<file path="config.mk">
export PLATFORM = sky130hd
export DESIGN_NAME = frame_scan_reader_flat
export DESIGN_NICKNAME = d
export VERILOG_FILES = /design/src/rtl/frame_scan_if.sv /design/src/rtl/frame_scan_reader.sv /design/src/flat_wrapper.sv
export SDC_FILE = /design/constraint.sdc
export NUM_CORES = 1
export LEC_CHECK = 0
export CORE_ASPECT_RATIO = 0.7
export CORE_MARGIN = 3
export CORE_UTILIZATION = 40
export DETAILED_ROUTE_END_ITERATION = 8
export PLACE_DENSITY = 0.72
export SLEW_MARGIN = 20
export SYNTH_ARGS = -nofsm -noshare
export SYNTH_HDL_FRONTEND = slang
export SYNTH_SLANG_ARGS = --single-unit
</file>
<file path="constraint.sdc">
create_clock -name clk_in -period 3.4 [get_ports clk_in]
set_input_delay 0.68 -clock clk_in [delete_from_list [all_inputs] [get_ports clk_in]]
set_output_delay 0.68 -clock clk_in [all_outputs]
set_load 0.01 [all_outputs]
</file>
<file path="src/rtl/frame_scan_if.sv">
// frame_scan_if: start/status, frame RAM port and pixel stream between the scan reader and the display driver.
interface frame_scan_if #(
    parameter int ROW_W = 4
);
    logic             start_in;
    logic [ROW_W-1:0] row_in;
    logic [2:0]       plane_in;
    logic             busy_out;
    logic             done_out;
    logic             ram_en_out;
    logic [15:0]      ram_addr_out;
    logic [23:0]      ram_data_in;
    logic             pix_valid_out;
    logic             pix_ready_in;
    logic [2:0]       rgb_top_out;
    logic [2:0]       rgb_bot_out;
    logic             last_out;

    modport master (
        output start_in, row_in, plane_in, ram_data_in, pix_ready_in,
        input  busy_out, done_out, ram_en_out, ram_addr_out, pix_valid_out,
               rgb_top_out, rgb_bot_out, last_out
    );

    modport slave (
        input  start_in, row_in, plane_in, ram_data_in, pix_ready_in,
        output busy_out, done_out, ram_en_out, ram_addr_out, pix_valid_out,
               rgb_top_out, rgb_bot_out, last_out
    );
endinterface

</file>
<file path="src/rtl/frame_scan_reader.sv">
// frame_scan_reader: reads a top/bottom row pair column by column from frame RAM and streams one bit-plane per pixel.
module frame_scan_reader #(
    parameter int NUM_ROWS = 32,
    parameter int NUM_COLS = 64,
    parameter int ROW_W    = 4,
    parameter int COL_W    = 6
) (
    input logic          clk_in,
    input logic          reset_in,
    frame_scan_if.slave  bus
);
    typedef enum logic [2:0] {IDLE, RD_TOP, RD_BOT, CAPTURE, OUT} state_t;

    state_t           state;
    logic [ROW_W-1:0] row;
    logic [2:0]       plane;
    logic [COL_W-1:0] col;
    logic [2:0]       top_bits;
    logic [23:0]      shifted;
    logic [2:0]       bits;

    function automatic logic [15:0] addr(input logic [ROW_W-1:0] r, input logic [COL_W-1:0] c, input logic bot);
        return (16'(r) + (bot ? 16'(NUM_ROWS / 2) : 16'd0)) * 16'(NUM_COLS) + 16'(c);
    endfunction

    // Shifting by the plane lines bit p of every channel up at bits 16, 8 and 0.
    assign shifted = bus.ram_data_in >> plane;
    assign bits    = {shifted[16], shifted[8], shifted[0]};

    always_ff @(posedge clk_in or posedge reset_in) begin
        if (reset_in) begin
            state             <= IDLE;
            row               <= '0;
            plane             <= '0;
            col               <= '0;
            top_bits          <= '0;
            bus.busy_out      <= 1'b0;
            bus.done_out      <= 1'b0;
            bus.ram_en_out    <= 1'b0;
            bus.ram_addr_out  <= '0;
            bus.pix_valid_out <= 1'b0;
            bus.rgb_top_out   <= '0;
            bus.rgb_bot_out   <= '0;
            bus.last_out      <= 1'b0;
        end else begin
            bus.done_out <= 1'b0;
            case (state)
                IDLE: if (bus.start_in) begin
                    row              <= bus.row_in;
                    plane            <= bus.plane_in;
                    col              <= '0;
                    state            <= RD_TOP;
                    bus.busy_out     <= 1'b1;
                    bus.ram_en_out   <= 1'b1;
                    bus.ram_addr_out <= addr(bus.row_in, '0, 1'b0);
                end
                RD_TOP: begin
                    state            <= RD_BOT;
                    bus.ram_addr_out <= addr(row, col, 1'b1);
                end
                RD_BOT: begin
                    top_bits       <= bits;
                    bus.ram_en_out <= 1'b0;
                    state          <= CAPTURE;
                end
                CAPTURE: begin
                    bus.rgb_top_out   <= top_bits;
                    bus.rgb_bot_out   <= bits;
                    bus.pix_valid_out <= 1'b1;
                    bus.last_out      <= col == COL_W'(NUM_COLS - 1);
                    state             <= OUT;
                end
                OUT: if (bus.pix_ready_in) begin
                    bus.pix_valid_out <= 1'b0;
                    bus.last_out      <= 1'b0;
                    if (bus.last_out) begin
                        state        <= IDLE;
                        bus.done_out <= 1'b1;
                        bus.busy_out <= 1'b0;
                    end else begin
                        col              <= col + 1'b1;
                        state            <= RD_TOP;
                        bus.ram_en_out   <= 1'b1;
                        bus.ram_addr_out <= addr(row, col + 1'b1, 1'b0);
                    end
                end
                default: state <= IDLE;
            endcase
        end
    end
endmodule
</file>
<file path="src/flat_wrapper.sv">
// flat-port wrapper written by rule: the top's interface ports become plain ports
module frame_scan_reader_flat 
#(
    parameter int NUM_ROWS = 32,
    parameter int NUM_COLS = 64,
    parameter int ROW_W    = 4,
    parameter int COL_W    = 6
)
  (clk_in, reset_in, bus_start_in, bus_row_in, bus_plane_in, bus_ram_data_in, bus_pix_ready_in, bus_busy_out, bus_done_out, bus_ram_en_out, bus_ram_addr_out, bus_pix_valid_out, bus_rgb_top_out, bus_rgb_bot_out, bus_last_out);
  frame_scan_if #(.ROW_W(ROW_W)) bus_i ();
  input logic clk_in;
  input logic reset_in;
  input wire logic [$bits(bus_i.start_in)-1:0] bus_start_in;
  input wire logic [$bits(bus_i.row_in)-1:0] bus_row_in;
  input wire logic [$bits(bus_i.plane_in)-1:0] bus_plane_in;
  input wire logic [$bits(bus_i.ram_data_in)-1:0] bus_ram_data_in;
  input wire logic [$bits(bus_i.pix_ready_in)-1:0] bus_pix_ready_in;
  output wire logic [$bits(bus_i.busy_out)-1:0] bus_busy_out;
  output wire logic [$bits(bus_i.done_out)-1:0] bus_done_out;
  output wire logic [$bits(bus_i.ram_en_out)-1:0] bus_ram_en_out;
  output wire logic [$bits(bus_i.ram_addr_out)-1:0] bus_ram_addr_out;
  output wire logic [$bits(bus_i.pix_valid_out)-1:0] bus_pix_valid_out;
  output wire logic [$bits(bus_i.rgb_top_out)-1:0] bus_rgb_top_out;
  output wire logic [$bits(bus_i.rgb_bot_out)-1:0] bus_rgb_bot_out;
  output wire logic [$bits(bus_i.last_out)-1:0] bus_last_out;
  assign bus_i.start_in = bus_start_in;
  assign bus_i.row_in = bus_row_in;
  assign bus_i.plane_in = bus_plane_in;
  assign bus_i.ram_data_in = bus_ram_data_in;
  assign bus_i.pix_ready_in = bus_pix_ready_in;
  assign bus_busy_out = bus_i.busy_out;
  assign bus_done_out = bus_i.done_out;
  assign bus_ram_en_out = bus_i.ram_en_out;
  assign bus_ram_addr_out = bus_i.ram_addr_out;
  assign bus_pix_valid_out = bus_i.pix_valid_out;
  assign bus_rgb_top_out = bus_i.rgb_top_out;
  assign bus_rgb_bot_out = bus_i.rgb_bot_out;
  assign bus_last_out = bus_i.last_out;
  frame_scan_reader #(.NUM_ROWS(NUM_ROWS), .NUM_COLS(NUM_COLS), .ROW_W(ROW_W), .COL_W(COL_W)) u_core (.clk_in(clk_in), .reset_in(reset_in), .bus(bus_i));
endmodule
</file>
==> impl_summary.txt <==
----------------------------------------------------
[Cells and area]
  Most frequent cells in the layout ... sky130_fd_sc_hd__clkdlybuf4s50_1, sky130_fd_sc_hd__dfrtp_1, sky130_fd_sc_hd__a21oi_1
  Sequential cell area ... 1026 sq um
  # diodes ... 0
  Share of layout cells above drive strength 1 ... 12.15%
  Final core utilization ... 56.84%
  Leading cell type in the layout, fill and taps excluded ... sky130_fd_sc_hd__clkdlybuf4s50_1
  Layout overhead on the synthesized area ... 33.02%
  Number of nets in the layout ... 282
  FILL cells ... 462
  Area taken by multi-input logic gates ... 977.2 sq um

[STA]
  Headroom to the max-slew limit ... 50.28%
  Period Utilization, post-route ... 62.59%
  Final period demand of the worst path ... 2128 ps
  Total count of max-transition violations in the final report ... 0
  Peak clock frequency supported by timing ... 469.9 MHz
  Clock Skews ... 6.733 ps
  Endpoints failing setup ... 0
  Final Hold Violating Endpoints ... 0
  Pin slew with the least headroom to its limit ... 740.2 ps
  Setup repair after global routing missed its margin ... false
  Sum of negative setup slack ... 0 ps
  Post-route worst setup slack ... 1272 ps

[Floorplanning]
  Die width ... 92.83 um
  Overall die area ... 6198 sq um
  Row cnt ... 21
  Number of top-level pins ... 62
  Core Region ... 4940 sq um
  Die span in y ... 66.78 um
  Starting density of the core ... 42.73%

[Global route]
  Sum of overflow across all layers after global routing ... 0
  Vias in the first global route ... 1496
  Total Routing Usage GR ... 15.68%
  Number of antenna violations at the first check in global routing ... 0
  Largest net degree at the start of global routing ... 42
  First-pass GRT wire length ... 7479 um

[Routing]
  Per-cell via count in the routed design ... 4.940
  Routed length on met1 ... 2340 um
  Residual antenna-violating net count after detailed routing ... 0
  Wire length per cell ... 14.34 um
  Iteration count of the initial detailed-routing pass ... 4
  Final routed wirelength across all metal layers ... 4533 um
  Met2 wire len ... 1838 um
  Number of remaining DRC errors ... 0
  Violation count after the first detailed-routing iteration ... 95
  DR top layer ... met3
  Number of vias after detailed routing ... 1561
  Routed wl met3 ... 354 um

[Place]
  Gp weighted congestion ... 0.8516
  Count of buffers from port buffering ... 56
  DP Worst Slack ... 984.9 ps
  Total half-perimeter wirelength after legalization and detailed placement ... 3410 um

[Synthesis]
  #FFs+latches synth ... 41
  Leading area contributor after synthesis ... sky130_fd_sc_hd__dfrtp_1
  Synthesis Warnings ... 0
  Number of flops mapped to enable cells by yosys ... 0
  Area share of the largest cell type after synthesis ... 48.61%
  Synth Flop Type ... sky130_fd_sc_hd__dfrtp_1
  Synth cell types ... 39
  Number of instances in the synthesized netlist ... 191
  Share of flip-flops with an asynchronous set or reset ... 100.0%
  Total standard cell area after synthesis ... 2111 sq um
  Per-instance average area after synthesis ... 11.05 sq um
  Sequential fraction of the synthesis area ... 48.61%
  Leading post-synthesis cells by cell area ... sky130_fd_sc_hd__dfrtp_1, sky130_fd_sc_hd__mux2i_1, sky130_fd_sc_hd__mux2_4, sky130_fd_sc_hd__a21oi_1, sky130_fd_sc_hd__mux4_2

[Job]
  Max cap viols ... 0

[Run status]
  Run status ... finished, final reports clean

[Pwr]
  Pleak ... 1.202 nW
  IR drop worst, VDD ... 281.2 uV
  Total power divided by cell area ... 844.2 nW/um^2

[CTS]
  Number of setup buffers added after CTS ... 0
  Clock latency reported for the late side of the worst-skew pair ... 280 ps
  Number of buffers created by CTS ... 5
  Hold-fix buffer count after cts ... 0
  Root buffer selected by CTS ... sky130_fd_sc_hd__clkbuf_8
  Quantity of gates resized following cts ... 0
  Clock buffer depth ... 2
  TritonCTS clock tree ... built
  Number of clock sinks ... 41
  Clock transition at the registers of the reported paths ... 80 ps
  Htree depth ... 2

[Worst setup path]
  Worst-path maximum fanout ... 7
  Startpoint type of the worst setup path ... primary input
  Critical path capture point type ... flip-flop
  Req. time, crit path ... 3580 ps
  Critical path start-end classification ... in -> reg
  Signal arrival time at the worst endpoint ... 2300 ps

[Worst hold path]
  Class of the most critical hold timing path ... reg -> reg

----------------------------------------------------
==> stage by stage <==
stage	power (mW)	hold WS, ps	instance area [sq um]	cells
3_3_place_gp	1.967	469.2	2691	308
2_1_floorplan	1.626	451.7	2126	195
5_1_grt	2.565	512.3	2808	316
3_5_place_dp	1.988	468.0	2691	308
4_1_cts	2.395	494.4	2808	316
6_report	2.370	491.6	2808	316
==> cells in the mapped netlist (2+ instances only) <==
library cell	count
sky130_fd_sc_hd__dfrtp_1	41
sky130_fd_sc_hd__a21oi_1	18
sky130_fd_sc_hd__mux2i_1	16
sky130_fd_sc_hd__nor2_1	15
sky130_fd_sc_hd__nand2_1	14
sky130_fd_sc_hd__o21ai_1	9
sky130_fd_sc_hd__mux2_4	7
sky130_fd_sc_hd__buf_2	5
sky130_fd_sc_hd__buf_4	5
sky130_fd_sc_hd__inv_1	5
sky130_fd_sc_hd__mux2_2	5
sky130_fd_sc_hd__nand3_1	5
sky130_fd_sc_hd__a31oi_1	4
sky130_fd_sc_hd__and3_1	3
sky130_fd_sc_hd__buf_6	3
sky130_fd_sc_hd__mux4_2	3
sky130_fd_sc_hd__nand2b_1	3
sky130_fd_sc_hd__a31o_1	2
sky130_fd_sc_hd__a41oi_1	2
sky130_fd_sc_hd__clkbuf_1	2
sky130_fd_sc_hd__nand3b_1	2
sky130_fd_sc_hd__nor3_1	2
sky130_fd_sc_hd__nor3b_1	2
sky130_fd_sc_hd__o21ai_0	2
sky130_fd_sc_hd__or3b_1	2
==> worst paths after layout <==
check | cells after the start | start | slack [ps] | end
max | 5 | bus_pix_ready_in | 1270 | u_core.col[1]$_DFFE_PP0P_
min | 2 | u_core.bus.rgb_bot_out[2]$_DFFE_PP0P_ | 490 | u_core.bus.rgb_bot_out[2]$_DFFE_PP0P_
max reg2reg | 3 | u_core.state[2]$_DFFE_PP0P_ | 1610 | u_core.col[1]$_DFFE_PP0P_
min reg2reg | 2 | u_core.bus.rgb_bot_out[2]$_DFFE_PP0P_ | 490 | u_core.bus.rgb_bot_out[2]$_DFFE_PP0P_
max in group asynchronous | 3 | reset_in | 2240 | u_core.state[0]$_DFFE_PP0P_
min in group asynchronous | 3 | reset_in | 820 | u_core.bus.done_out$_DFF_PP0_
==> sequential cells by signal, indices dropped and copies added, names as in the netlist <==
register                  cells
u_core.bus.ram_en_out         1
u_core.col                    6
u_core.row                    4
u_core.state                  3
u_core.plane                  3
u_core.bus.last_out           1
u_core.bus.rgb_bot_out        3
u_core.bus.ram_addr_out      11
u_core.bus.rgb_top_out        3
u_core.bus.pix_valid_out      1
u_core.bus.busy_out           1
u_core.top_bits               3
u_core.bus.done_out           1
==> layer usage <==
layer	vias to the layer above	global-route usage, %
met5	-	0
met2	55	19.37
met4	0	4.570
met1	724	24.87
met3	0	5.305
li1	782	-
==> cells by family (layout without fill, tap and decap cells) <==
kind of cell    Yosys count  count (layout)  synth area share (%)
simple gates             54              54                 14.05
compound gates           42              42                 11.92
mux                      31              31                 18.43
flops                    41              41                 48.61
buf+inv                  20              72                 5.809
fa+ha+maj                 1               1                0.5927
other cells               1               5                0.1777
xor+xnor                  1               1                0.4150
==> critical path: stages <==
cell	delay, ps
sky130_fd_sc_hd__clkdlybuf4s50_1	560
sky130_fd_sc_hd__nand2b_1	140
sky130_fd_sc_hd__mux2_2	310
sky130_fd_sc_hd__nor3_4	250
sky130_fd_sc_hd__mux2_2	370
==> layout make-up <==
cell class | instances | share of cell area (%)
Clock buffer | 7 | 3.075
Sequential cell | 41 | 36.54
Multi-Input combinational cell | 134 | 34.80
Clock inverter | 1 | 1.070
Timing Repair Buffer | 59 | 20.77
Inverter | 5 | 0.6684
Tap cell | 69 | 3.075
==> power by group <==
part	total (mW)	switching [mW]	internal, mW	leakage [nW]
Clock	0.395	0.156	0.239	0.0585
Sequential	0.909	0.221	0.689	0.503
Combinational	1.07	0.456	0.609	0.641
Total	2.37	0.833	1.54	1.20
Note: power is estimated with default switching activity, not from simulation.
